==> src/rtl/led_sched.sv <==
// Round-robin time-sharing of the 3 status LEDs between NREQ requesters, with a heartbeat when idle.
// Optional build macro LED_SCHED_PREEMPT_EN gives requester 0 absolute priority.
module led_sched #(
    parameter int unsigned CDIV       = 50_000_000,
    parameter int unsigned SLOT_TICKS = 4,
    parameter int unsigned GAP_TICKS  = 1,
    parameter int unsigned NREQ       = 4
) (
    input  logic                clk,
    input  logic                n_rst,
    input  logic [NREQ-1:0]     req,
    input  logic [3*NREQ-1:0]   pat,
    input  logic [NREQ-1:0]     blink,
    output logic [NREQ-1:0]     gnt,
    output logic [2:0]          led,
    output logic                busy
);

    localparam int unsigned PW = $clog2(CDIV);
    localparam int unsigned SW = $clog2(SLOT_TICKS + 1);
    localparam int unsigned GW = $clog2(GAP_TICKS + 1);
    localparam int unsigned IW = $clog2(NREQ);

    typedef enum logic [1:0] {
        S_IDLE,
        S_ARB,
        S_SHOW,
        S_GAP
    } state_t;

    state_t            state_q, state_d;
    logic [PW-1:0]     presc_q, presc_d;
    logic              phase_q, phase_d;
    logic [SW-1:0]     slot_q, slot_d;
    logic [GW-1:0]     gap_q, gap_d;
    logic [IW-1:0]     rr_q, rr_d;
    logic [IW-1:0]     owner_q, owner_d;
    logic [2:0]        spat_q, spat_d;
    logic              sblink_q, sblink_d;
    logic [NREQ-1:0]   gnt_q, gnt_d;
    logic [2:0]        led_q, led_d;
    logic              busy_q;

    logic              tick;
    logic              any_req;
    logic [IW-1:0]     rr_win;
    logic              rr_hit;
    logic [IW-1:0]     win;
    logic              upd_rr;

    assign tick    = (presc_q == PW'(CDIV - 1));
    assign any_req = |req;

    // Round-robin search starting one past the last winner.
    always_comb begin
        int unsigned idx;
        idx    = 0;
        rr_win = rr_q;
        rr_hit = 1'b0;
        for (int unsigned k = 1; k <= NREQ; k++) begin
            idx = (32'(rr_q) + k) % NREQ;
            if (!rr_hit && req[IW'(idx)]) begin
                rr_hit = 1'b1;
                rr_win = IW'(idx);
            end
        end
    end

`ifdef LED_SCHED_PREEMPT_EN
    // Requester 0 wins outright and leaves the rotation pointer untouched.
    always_comb begin
        win    = rr_win;
        upd_rr = 1'b1;
        if (req[0]) begin
            win    = '0;
            upd_rr = 1'b0;
        end
    end
`else
    always_comb begin
        win    = rr_win;
        upd_rr = 1'b1;
    end
`endif

    always_ff @(posedge clk or negedge n_rst) begin
        if (!n_rst) begin
            state_q  <= S_IDLE;
            presc_q  <= '0;
            phase_q  <= 1'b1;
            slot_q   <= '0;
            gap_q    <= '0;
            rr_q     <= IW'(NREQ - 1);
            owner_q  <= '0;
            spat_q   <= '0;
            sblink_q <= 1'b0;
            gnt_q    <= '0;
            led_q    <= 3'b111;
            busy_q   <= 1'b0;
        end else begin
            state_q  <= state_d;
            presc_q  <= presc_d;
            phase_q  <= phase_d;
            slot_q   <= slot_d;
            gap_q    <= gap_d;
            rr_q     <= rr_d;
            owner_q  <= owner_d;
            spat_q   <= spat_d;
            sblink_q <= sblink_d;
            gnt_q    <= gnt_d;
            led_q    <= led_d;
            busy_q   <= (state_d != S_IDLE);
        end
    end

    // Next-state and registered-output logic; LED/grant values are computed for the coming state.
    always_comb begin
        state_d  = state_q;
        presc_d  = tick ? '0 : presc_q + PW'(1);
        phase_d  = tick ? ~phase_q : phase_q;
        slot_d   = slot_q;
        gap_d    = gap_q;
        rr_d     = rr_q;
        owner_d  = owner_q;
        spat_d   = spat_q;
        sblink_d = sblink_q;
        gnt_d    = gnt_q;
        led_d    = led_q;

        case (state_q)
            S_IDLE: begin
                gnt_d = '0;
                led_d = {3{phase_d}};
                if (any_req) begin
                    state_d = S_ARB;
                end
            end

            S_ARB: begin
                if (any_req) begin
                    owner_d  = win;
                    if (upd_rr) begin
                        rr_d = win;
                    end
                    gnt_d    = NREQ'(1) << win;
                    spat_d   = pat[32'(win) * 3 +: 3];
                    sblink_d = blink[win];
                    led_d    = pat[32'(win) * 3 +: 3];
                    presc_d  = '0;
                    phase_d  = 1'b1;
                    slot_d   = SW'(SLOT_TICKS);
                    state_d  = S_SHOW;
                end else begin
                    gnt_d   = '0;
                    led_d   = {3{phase_d}};
                    state_d = S_IDLE;
                end
            end

            S_SHOW: begin
                if (tick) begin
                    slot_d = slot_q - SW'(1);
                end
                led_d = (sblink_q && !phase_d) ? 3'b000 : spat_q;
`ifdef LED_SCHED_PREEMPT_EN
                if (owner_q != '0 && req[0]) begin
                    state_d = S_ARB;
                end else
`endif
                if (!req[owner_q] || (tick && slot_q == SW'(1))) begin
                    state_d = S_GAP;
                    gnt_d   = '0;
                    led_d   = 3'b000;
                    presc_d = '0;
                    gap_d   = GW'(GAP_TICKS);
                end
            end

            S_GAP: begin
                gnt_d = '0;
                led_d = 3'b000;
                if (tick) begin
                    if (gap_q == GW'(1)) begin
                        if (any_req) begin
                            state_d = S_ARB;
                        end else begin
                            state_d = S_IDLE;
                            led_d   = {3{phase_d}};
                        end
                    end else begin
                        gap_d = gap_q - GW'(1);
                    end
                end
            end

            default: begin
                state_d = S_IDLE;
            end
        endcase
    end

    assign gnt  = gnt_q;
    assign led  = led_q;
    assign busy = busy_q;

endmodule

==> config.mk <==
export PLATFORM = sky130hd
export DESIGN_NAME = led_sched
export DESIGN_NICKNAME = d
export VERILOG_FILES = /design/src/rtl/led_sched.sv
export SDC_FILE = /design/constraint.sdc
export NUM_CORES = 1
export LEC_CHECK = 0
export CAP_MARGIN = 15
export CELL_PAD_IN_SITES_DETAIL_PLACEMENT = 0
export CELL_PAD_IN_SITES_GLOBAL_PLACEMENT = 2
export CORE_ASPECT_RATIO = 0.75
export CORE_UTILIZATION = 38
export CTS_BUF_LIST = sky130_fd_sc_hd__clkbuf_8 sky130_fd_sc_hd__clkbuf_16
export CTS_CLUSTER_DIAMETER = 120
export DETAILED_ROUTE_END_ITERATION = 8
export GPL_TIMING_DRIVEN = 0
export PLACE_DENSITY = 0.91
export SKIP_CTS_REPAIR_TIMING = 1
export SYNTH_ARGS = -nofsm -noshare
export SYNTH_HDL_FRONTEND = slang
export SYNTH_SLANG_ARGS = --single-unit
==> constraint.sdc <==
create_clock -name clk -period 3.46 [get_ports clk]
set_input_delay 0.692 -clock clk [delete_from_list [all_inputs] [get_ports clk]]
set_output_delay 0.692 -clock clk [all_outputs]
set_load 0.03 [all_outputs]
==> impl_metrics.env <==
export IMPL_cts_sinks=49
export IMPL_area_growth_pct=19.7
export IMPL_ant_nets=0
export IMPL_antenna_cells=0
export IMPL_synth_top_area_share_pct=39.5
export IMPL_slowest_delay_ns=0.95
export IMPL_period_share_pct=88.8
export IMPL_grt_pass1_wl_um=9850
export IMPL_via_per_inst=5.04
export IMPL_r2r_cells=6
export IMPL_wl_met3_um=173
export IMPL_setup_viol=0
export IMPL_routed_wl_um=5810
export IMPL_worstMarginPinSlew_ns=1.09
export IMPL_ys_types=55
export IMPL_fp_dieArea_um2=7510
export IMPL_clock_fmax_ghz=0.325
export IMPL_worstPathArrival_ns=3.30
export IMPL_drt_iter0_drc=130
export IMPL_synth_edf_count=0
export IMPL_startpoint_type="input pin"
export IMPL_grt_use_total_pct=17.1
export IMPL_start_util_pct=39.7
export IMPL_netlist_instances=285
export IMPL_synth_area_leaders="dfrtp_1 40%, dfstp_2 5.8%, nand2_1 5.2%"
export IMPL_leakage_nw=1.38
export IMPL_rsz0062_at_grt="no"
export IMPL_grt_pass1_vias=2012
export IMPL_synthTopCellsByCount="43 x dfrtp_1, 38 x nand2_1, 35 x nor2_1"
export IMPL_synth_top_cell_by_area="dfrtp_1"
export IMPL_fin_skew_ns=0.0137
export IMPL_power_density_nw_per_um2=648
export IMPL_tritoncts="done"
export IMPL_syn_cell_area_um2=2720
export IMPL_drive_above_1_share_pct=8.67
export IMPL_finalHoldViolCount=0
export IMPL_final_util_pct=47.5
export IMPL_crit_required_ns=3.68
export IMPL_place_hpwl_um=4330
export IMPL_synth_nets=314
export IMPL_ios=30
export IMPL_fin_nets=351
export IMPL_critPathSlowestCell="nor4_1"
export IMPL_postSynth_asyncResetShare_pct=100
export IMPL_via_count=2121
export IMPL_clock_latency_ns=0.31
export IMPL_post_route_min_period_ns=3.07
export IMPL_maxCapViolations=0
export IMPL_multi_input_comb_area_um2=1410
export IMPL_area_sequential_um2=1230
export IMPL_post_route_drc_count=0
export IMPL_root_buffer="clkbuf_8"
export IMPL_fp_dieH_um=75.3
export IMPL_status="complete, no violations"
export IMPL_hold_class="input pin to async pin"
export IMPL_yosysWarnings=0
export IMPL_clockBufferDepth=2
export IMPL_gr_total_overflow=0
export IMPL_gp_congestion=0.764
export IMPL_synth_most_common_cell="dfrtp_1"
export IMPL_cp_max_fo=10
export IMPL_relSlewSlack_pct=26.8
export IMPL_rows=26
export IMPL_highest_layer="met4"
export IMPL_drv_slew=0
export IMPL_crit_type="input pin to flop"
export IMPL_synth_flop_cell="dfrtp_1"
export IMPL_h_tree_depth=2
export IMPL_synth_seq_cells=49
export IMPL_ys_seq_area_share_pct=45.3
export IMPL_grt_max_degree=40
export IMPL_wl_per_cell_um=13.8
export IMPL_clkTransAtPathRegs_ns=0.10
export IMPL_io_buffers=29
export IMPL_irDropWorstVdd_mv=0.386
export IMPL_die_width_um=99.7
export IMPL_cts_buffers=5
export IMPL_dr_pass1_iters=4
export IMPL_cp_cell_sequence="clkdlybuf4s50_1 > nor4_1 > nand2_1 > a31o_2 > clkbuf_1 > nor2_1"
export IMPL_setup_tns_ns=0
export IMPL_wl_met1_um=3290
export IMPL_syn_area_per_cell_um2=9.55
export IMPL_wl_met2_um=2270
export IMPL_core_area_um2=6860
export IMPL_end_kind="flop"
export IMPL_antenna_found_initial=0
export IMPL_num_fill_cells=690
==> kinds of logic after synthesis <==
family,synth area share [%]
DFF,45.3
and+or+nand+nor,24.1
AOI/OAI and AO/OA,11.5
buffers and inverters,2.76
xor gates and xnor gates,7.40
adders and majority gates,3.22
muxes,5.70
==> path summary, 6_finish.rpt <==
path | startpoint | to | slack (ns)
max | req[1] | presc_q[1]$_DFF_PN0_ | 0.39
min | n_rst | presc_q[22]$_DFF_PN0_ | 0.25
max reg2reg | presc_q[8]$_DFF_PN0_ | presc_q[2]$_DFF_PN0_ | 1.01
min reg2reg | presc_q[0]$_DFF_PN0_ | presc_q[0]$_DFF_PN0_ | 0.47
max in group asynchronous | n_rst | rr_q[0]$_DFFE_PN1P_ | 2.63
min in group clk | presc_q[0]$_DFF_PN0_ | presc_q[0]$_DFF_PN0_ | 0.47
==> final cells by class <==
| class | instances | share of cell area, % |
|---|---|---|
| Buffer | 6 | 0.922 |
| Tap cell | 98 | 3.76 |
| Sequential cell | 49 | 37.9 |
| Timing Repair Buffer | 30 | 9.37 |
| Inverter | 12 | 1.38 |
| Clock buffer | 5 | 2.11 |
| Clock inverter | 3 | 1.19 |
| Multi-Input combinational cell | 218 | 43.4 |
==> metal layers <==
layer	vias up	track usage, %
li1	1074	-
met1	1012	26.2
met3	7	3.12
met2	28	24.1
met5	-	0
met4	0	6.05
==> worst max-delay path: cells and delay by family <==
kind                   cells  cell delay (ns)
and+or+nand+nor            3             1.45
AOI/OAI and AO/OA          1             0.37
buffers and inverters      2             0.77
==> cells in the final DEF (no fill, tap or decap), types with 2 or more instances in the layout <==
cell and instances:
dfrtp_1 43, nand2_1 38, nor2_1 35, clkdlybuf4s50_1 28, inv_1 13, xor2_1 12, xnor2_1 11, mux2i_1 11
nand3_1 9, a21oi_1 9, o21ai_0 9, ha_1 7, dfstp_2 6, clkbuf_1 5, nand4_1 5, and3_1 5
nand2b_1 5, clkbuf_8 5, and4_1 4, a21o_1 4, o22ai_1 4, o21a_1 4, nor4_1 3, or3_1 3
o31ai_1 3, a31o_2 2, and2_1 2, mux2_2 2, o211ai_1 2, a31oi_1 2, o31a_1 2
==> sequential cells by signal (all words and copies together), names as in the netlist <==
signal	flops
busy	1
gap_q	1
gnt	4
led	3
owner_q	2
phase_q	1
presc_q	26
rr_q	2
sblink_q	1
slot_q	3
spat_q	3
state_q	2
==> power by group <==
group | internal (W) | switching, W
Combinational | 0.000368 | 0.000542
Sequential | 0.000712 | 0.0000804
Clock | 0.000212 | 0.000197
==> stage by stage <==
step,setup WS [ns],total power (W),hold WS (ns),instances,instance area [um2]
6_report,0.386,0.00211,0.249,421,3260
4_1_cts,0.432,0.00213,0.254,421,3260
3_5_place_dp,0.125,0.00172,0.466,413,3150
3_3_place_gp,0.0998,0.00170,0.456,412,3140
5_1_grt,0.166,0.00227,0.258,421,3260
2_1_floorplan,1.23,0.00142,0.396,285,2720
(Power assumes the default switching activity.)
